===== config.mk =====
export PLATFORM = sky130hd
export DESIGN_NAME = cmd_packet_tx
export DESIGN_NICKNAME = d
export VERILOG_FILES = /design/src/rtl/cmd_packet_tx.sv
export SDC_FILE = /design/constraint.sdc
export NUM_CORES = 1
export LEC_CHECK = 0
export BUFFER_PORTS_ARGS = -buffer_cell sky130_fd_sc_hd__buf_2
export CAP_MARGIN = 20
export CORE_MARGIN = 2
export CORE_UTILIZATION = 58
export CTS_CLUSTER_SIZE = 30
export DETAILED_ROUTE_END_ITERATION = 7
export PLACE_DENSITY = 0.85
export SLEW_MARGIN = 10
export SYNTH_ARGS = -nofsm -noshare
export SYNTH_HDL_FRONTEND = slang
export SYNTH_SLANG_ARGS = --single-unit

===== constraint.sdc =====
create_clock -name clk -period 2.39 [get_ports clk]
set_clock_uncertainty 0.05 [all_clocks]
set_input_delay 0 -clock clk [delete_from_list [all_inputs] [get_ports clk]]
set_output_delay 0 -clock clk [all_outputs]
set_load 0.005 [all_outputs]

===== src/rtl/cmd_packet_tx.sv =====
// cmd_packet_tx: frames a latched 16-bit command as SYNC, cmd_hi, cmd_lo[, checksum]
// and feeds it to a byte-oriented UART transmitter, pacing on the rising edge of tx_done.
// Reports completion (cmd_snt) or a stalled transmitter (tx_err) as sticky flags.
module cmd_packet_tx #(
    parameter logic [7:0]  SYNC_BYTE = 8'hA5,
    parameter bit          CHK_EN    = 1'b1,
    parameter logic [15:0] TIMEOUT   = 16'd30000
) (
    input  logic        clk,
    input  logic        rst_n,
    input  logic        snd_cmd,
    input  logic [15:0] cmd,
    input  logic        tx_done,
    output logic        trmt,
    output logic [7:0]  tx_data,
    output logic        busy,
    output logic        cmd_snt,
    output logic        tx_err
);

    typedef enum logic [1:0] {
        IDLE,
        LOAD,
        WAIT
    } state_t;

    // Index of the final byte of the packet; the checksum byte is optional.
    localparam logic [1:0]  LAST     = CHK_EN ? 2'd3 : 2'd2;
    localparam logic [15:0] TMO_LAST = TIMEOUT - 16'd1;

    state_t      state_q, state_d;
    logic [15:0] cmd_reg_q, cmd_reg_d;
    logic [1:0]  byte_idx_q, byte_idx_d;
    logic [15:0] tmo_cnt_q, tmo_cnt_d;
    logic [7:0]  tx_data_q, tx_data_d;
    logic        cmd_snt_q, cmd_snt_d;
    logic        tx_err_q, tx_err_d;
    logic        tx_done_ff_q;
    logic        done_rise;

    // Packet byte selector: SYNC, command high, command low, inverted 8-bit sum.
    function automatic logic [7:0] pkt_byte(input logic [1:0] idx, input logic [15:0] c);
        logic [8:0] sum;
        sum = {1'b0, c[15:8]} + {1'b0, c[7:0]};
        case (idx)
            2'd0:    pkt_byte = SYNC_BYTE;
            2'd1:    pkt_byte = c[15:8];
            2'd2:    pkt_byte = c[7:0];
            default: pkt_byte = ~sum[7:0];
        endcase
    endfunction

    // Only a fresh low-to-high transition of tx_done counts; a level left high is ignored.
    assign done_rise = tx_done & ~tx_done_ff_q;

    // Next-state and datapath decode; every target defaults to holding its value.
    always_comb begin
        state_d    = state_q;
        cmd_reg_d  = cmd_reg_q;
        byte_idx_d = byte_idx_q;
        tmo_cnt_d  = tmo_cnt_q;
        tx_data_d  = tx_data_q;
        cmd_snt_d  = cmd_snt_q;
        tx_err_d   = tx_err_q;

        case (state_q)
            IDLE: begin
                if (snd_cmd) begin
                    cmd_reg_d  = cmd;
                    byte_idx_d = '0;
                    cmd_snt_d  = 1'b0;
                    tx_err_d   = 1'b0;
                    tx_data_d  = SYNC_BYTE;
                    state_d    = LOAD;
                end
            end

            LOAD: begin
                tmo_cnt_d = '0;
                state_d   = WAIT;
            end

            WAIT: begin
                tmo_cnt_d = tmo_cnt_q + 16'd1;
                // A rise arriving on the timeout cycle still counts as success.
                if (done_rise) begin
                    if (byte_idx_q == LAST) begin
                        cmd_snt_d = 1'b1;
                        state_d   = IDLE;
                    end else begin
                        byte_idx_d = byte_idx_q + 2'd1;
                        tx_data_d  = pkt_byte(byte_idx_q + 2'd1, cmd_reg_q);
                        state_d    = LOAD;
                    end
                end else if (tmo_cnt_q == TMO_LAST) begin
                    tx_err_d = 1'b1;
                    state_d  = IDLE;
                end
            end

            default: begin
                state_d = IDLE;
            end
        endcase
    end

    // State and datapath registers, cleared asynchronously.
    always_ff @(posedge clk or negedge rst_n) begin
        if (!rst_n) begin
            state_q      <= IDLE;
            cmd_reg_q    <= '0;
            byte_idx_q   <= '0;
            tmo_cnt_q    <= '0;
            tx_data_q    <= '0;
            cmd_snt_q    <= 1'b0;
            tx_err_q     <= 1'b0;
            tx_done_ff_q <= 1'b0;
        end else begin
            state_q      <= state_d;
            cmd_reg_q    <= cmd_reg_d;
            byte_idx_q   <= byte_idx_d;
            tmo_cnt_q    <= tmo_cnt_d;
            tx_data_q    <= tx_data_d;
            cmd_snt_q    <= cmd_snt_d;
            tx_err_q     <= tx_err_d;
            tx_done_ff_q <= tx_done;
        end
    end

    assign trmt    = (state_q == LOAD);
    assign busy    = (state_q != IDLE);
    assign tx_data = tx_data_q;
    assign cmd_snt = cmd_snt_q;
    assign tx_err  = tx_err_q;

endmodule


# After elaboration in Yosys (flattened, before gate mapping)
# Cells that the tools add are included.
# W data, S select, Z words.
[word_totals] register_bits=47 latch_bits=0 mem_bits_rw=0 mem_bits_ro=0 input_bits=20 output_inout_bits=12 elab_cells=59 mem_count=0
[classes] add_sub_neg=3 n_mul=0 n_div=0 magnitude_cmp=0 eq_ne=13 n_shift=0 muxes=22 bitwise=3 reduce_logical=10
[ops] cell="$pmux W16 S2" n=1
[ops] cell="$mux W8" n=3
[ops] cell="$pmux W8 S3" n=1
[ops] cell="$add A16 B1 Y16 const B" n=1
[ops] cell="$eq A16 B15 Y1 const B" n=1
[ops] cell="$pmux W8 S2" n=1
[ops] cell="$mux W2" n=6
[ops] cell="$ne A2 B2 Y1 const B" n=6
[ops] cell="$reduce_and A4 Y1" n=3
[ops] cell="$add A8 B8 Y8" n=1
[ops] cell="$not A8 Y8" n=1
[ops] cell="$eq A2 B2 Y1 const B" n=3
[ops] cell="$mux W1" n=6
[ops] cell="$pmux W2 S3" n=1
[ops] cell="$reduce_bool A2 Y1" n=3
[ops] cell="$eq A2 B1 Y1 const B" n=2
[ops] cell="$logic_not A2 Y1" n=2
[ops] cell="$pmux W1 S2" n=2
[ops] cell="$pmux W2 S2" n=1
[ops] cell="$reduce_and A2 Y1" n=2
[ops] cell="$ne A3 B3 Y1 const B" n=1
[ops] cell="$add A2 B1 Y2 const B" n=1
[ops] cell="$and A1 B1 Y1" n=1
[ops] cell="$not A1 Y1" n=1

# Depth between registers and ports, before layout
[logic_depth] word_depth=6 ltp_mapped=8 depth_no_buf=8

# Least setup slack after synthesis
# No wires, ideal clock.
[synth_path] path_kind="reg-to-reg" start="register cmd_reg_q[0]" end="register tx_data_q[6] (netlist: tx_data[6])" setup_ns=0.127 arrival_ns=1.597 required_ns=2.213 path_slack_ns=0.616 stages_incl_launch_ff=9 n_path_buf=0 period_less_slack_ns=1.774 path_cell_list="dfrtp_1 > ha_1 > inv_1 > fa_1 > nor2b_1 > nor3_1 > o21bai_1 > mux2i_1 > o21ai_0"
[synth_between] elab_chain_cells=6
[synth_rtl] element="start: declaration" line="32" text="logic [15:0] cmd_reg_q, cmd_reg_d;"
[synth_rtl] element="start signal: assignment" line="120" text="cmd_reg_q <= cmd_reg_d;"
[synth_rtl] element="$add A8 B8 Y8" line="44" text="sum = {1'b0, c[15:8]} + {1'b0, c[7:0]};"
[synth_rtl] element="$not A8 Y8" line="49" text="default: pkt_byte = ~sum[7:0];"
[synth_rtl] element="$pmux W8 S3" line="45" text="case (idx)"
[synth_rtl] element="$mux W8" line="87" text="if (byte_idx_q == LAST) begin"
[synth_rtl] element="$mux W8" line="86" text="if (done_rise) begin"
[synth_rtl] element="$pmux W8 S2" line="66" text="case (state_q)"
[synth_rtl] element="end signal: assignment" line="123" text="tx_data_q <= tx_data_d;"
[synth_rtl] element="end: declaration" line="35" text="logic [7:0] tx_data_q, tx_data_d;"
# Every way passes these cells. The select of a mux whose other input is x is not followed.
# A chain may end at the register's enable or synchronous reset.

# Worst setup path in the final report
[layout_path] start="register state_q[0]" end="register tx_data_q[5] (netlist: tx_data[5])"
[layout_between] elab_chain_cells=3 elab_cells_between_ends=8 classes_between="4 x eq/ne; 1 x mux; 3 x reduce/logical"
[layout_rtl] element="start: declaration" line="31" text="state_t state_q, state_d;"
[layout_rtl] element="start signal: assignment" line="119" text="state_q <= state_d;"
[layout_rtl] element="$eq A2 B2 Y1 / $logic_not A2 Y1 (equally long branches)" line="66"
[layout_rtl] element="$ne A2 B2 Y1 (no line) / $reduce_bool A2 Y1 (equally long branches)"
[layout_rtl] element="$reduce_and A4 Y1 (no line)"
# Parallel ways exist; a longest one is shown, timed or not.

==> impl_metrics.json <==
{
  "h-tree-depth": 2,
  "yosysUniqueCellTypes": 48,
  "drt_iter0_drc": 134,
  "grt_pass1_wl_mm": 9.232,
  "path_buf_inv": 1,
  "crit_arrival_ns": 2.27,
  "min_period_ns": 2.110,
  "antenna_found_initial": 0,
  "status": "finished, final reports clean",
  "finish.utilization_pct": 71.06,
  "synth_edf_count": 0,
  "worst-slew-pin-transition_ns": 0.5502,
  "synth_seq_area_share_pct": 45.19,
  "path_clk_slew_ns": 0.08,
  "irDropWorstVdd_mv": 0.4367,
  "fill_cells": 315,
  "path_class": "reg2reg",
  "cp.required_ns": 2.55,
  "cts.sinks": 47,
  "final_cells": 354,
  "dp_cells": 329,
  "gr-usage-all-layers_pct": 23.21,
  "layout.cells.most_common": "dfrtp_1",
  "hpwl_mm": 3.759,
  "die_w_um": 70.99,
  "final_cell_mix": "dfrtp_1, buf_2, nand2_1",
  "synth_cells": 253,
  "first_pass_iters": 4,
  "worstSkewPairLatency_ns": 0.29,
  "start_util_pct": 60.19,
  "hold_class": "in2async",
  "rows": 24,
  "syn_to_final_growth_pct": 18.08,
  "cts_buffers": 5,
  "drv_cap": 0,
  "io_pins": 32,
  "die-area_mm2": 0.005039,
  "final_hold_viol_count": 0,
  "drc": 0,
  "wire_per_inst_um": 14.77,
  "seq_area_mm2": 0.001176,
  "synth.avg_cell_area_um2": 10.29,
  "clk_path_buf_depth": 2,
  "syn_nets": 290,
  "layout-drive-gt1-share_pct": 21.19,
  "finalSetupTns_ns": 0,
  "crit_slowest_cell": "ha_1",
  "multi_input_area_mm2": 0.001333,
  "setup_violations": 0,
  "rsz0062_at_grt": "no",
  "min_period_over_period_pct": 88.30,
  "max_freq_ghz": 0.4739,
  "path_max_fanout": 12,
  "die_h_um": 70.99,
  "power.density_mw_per_mm2": 1126,
  "grt_max_degree": 48,
  "worst_path_largest_cell_delay_ns": 0.43,
  "post-place-ws_ns": 0.3312,
  "cp_cell_sequence": "inv_1 -> ha_1 -> and4bb_1 -> nand2_1 -> o21ai_0 -> nor2_1 -> a311oi_1",
  "async_reset_ff_share_pct": 100.0,
  "io_buffers": 31,
  "ys_ff_latch": 47,
  "syn-cell-area_mm2": 0.002602,
  "yosysWarnings": 0,
  "report.power.total_mw": 3.459,
  "setup_slack_ns": 0.2796,
  "use_met1_pct": 30.83,
  "cts_root_buf": "clkbuf_8",
  "report.final.slew_viol_count": 0,
  "globalRouteMet2Util_pct": 37.18,
  "cts_tree": "yes",
  "postRouteAntennaNets": 0,
  "place_congestion": 0.9000,
  "post-cts-setup-buffers": 0,
  "via_per_inst": 5.791,
  "cp-start-kind": "flop",
  "path_delay_family": "simple AND/OR/NAND/NOR gates",
  "grt_pass1_vias": 2010,
  "routed_wl_mm": 5.228,
  "synthFlopType": "dfrtp_1",
  "vias": 2050,
  "num-nets-final": 340,
  "power.leakage_nw": 1.400,
  "relSlewSlack_pct": 63.32,
  "use_met3_pct": 5.271,
  "crit_path_end_kind": "flop",
  "n_antenna_cell": 0,
  "overflow": 0,
  "busiest_layer": "met2",
  "core_area_mm2": 0.004324
}
cell type report:
class                           count  area share (%)
Inverter                           13           1.588
Sequential cell                    47           38.27
Timing Repair Buffer               53           12.30
Clock buffer                        6           2.362
Multi-Input combinational cell    183           43.36
Tap cell                           52           2.117
Yosys cell counts, drive strengths merged, types with 2 or more instances:
master,count,area (µm²)
a211oi,2,20.02
a21o,2,15.01
a21oi,7,35.03
a221o,3,30.03
a221oi,3,26.28
a22oi,2,15.01
a31oi,2,12.51
and2,2,12.51
and3,3,18.77
and4bb,2,25.02
buf,4,22.52
clkbuf,6,22.52
dfrtp,47,1176
ha,16,200.2
inv,13,48.80
mux2,18,202.7
mux2i,3,30.03
nand2,26,107.6
nand3,6,30.03
nand3b,3,22.52
nand4,4,25.02
nor2,22,82.58
nor2b,2,12.51
nor3,6,35.03
nor4,2,27.53
o21ai,16,80.07
o21bai,3,22.52
o31ai,4,30.03
xnor2,5,43.79
xor2,9,78.83
logic make-up (layout without fill, tap and decap cells):
group | after synthesis | after routing | synth area share, %
AND/OR/NAND/NOR | 80 | 80 | 15.82
AO/OA/AOI/OAI | 51 | 51 | 13.27
flip-flops | 47 | 47 | 45.19
buffers and inverters | 23 | 72 | 3.606
multiplexers | 21 | 21 | 8.942
adder cells (fa/ha/maj) | 17 | 17 | 8.461
XOR/XNOR | 14 | 14 | 4.712
routing by layer:
layer	vias up	wire length [µm]
met4	0	115
met3	12	227
li1	995	-
met1	997	2300
met2	46	2583
met5	-	0
final timing paths:
kind	start	end	slack, ns	depth (start not counted)
worst max-delay path	state_q[0]$_DFFE_PN0P_	tx_data[5]$_DFFE_PN0P_	0.28	7
worst min-delay path	rst_n	byte_idx_q[0]$_DFFE_PN0P_	0.12	2
max in group asynchronous	rst_n	cmd_reg_q[7]$_DFFE_PN0P_	1.68	3
worst max register to register	state_q[0]$_DFFE_PN0P_	tx_data[5]$_DFFE_PN0P_	0.28	7
min in group clk	snd_cmd	cmd_snt$_DFFE_PN0P_	0.20	4
worst min register to register	tx_data[4]$_DFFE_PN0P_	tx_data[4]$_DFFE_PN0P_	0.45	1
stage by stage:
stage / area (µm²) / hold slack (ns)
detailed placement: 2800 / 0.1144
global route: 3073 / 0.1499
finish: 3073 / 0.1167
floorplan: 2603 / -0.3456
CTS: 3053 / 0.1922
global placement: 2800 / 0.1130
state kept, by name, indices dropped and copies added (netlist names):
name	count
cmd_reg_q	16
tmo_cnt_q	16
tx_data	8
byte_idx_q	2
state_q	2
cmd_snt	1
tx_done_ff_q	1
tx_err	1
where the power goes:
part           switching (mW)  leakage, nW  internal, mW  total (mW)
combinational           0.954        0.769         0.839        1.79
clock                   0.237       0.0371         0.195       0.432
sequential              0.193        0.594          1.04        1.23
timing repair:
item,in CTS,in global routing
hold buffers,18,0
endpoints found under the hold margin,64,0
resized for setup,0,0
Note: power is estimated with default switching activity, not from simulation.
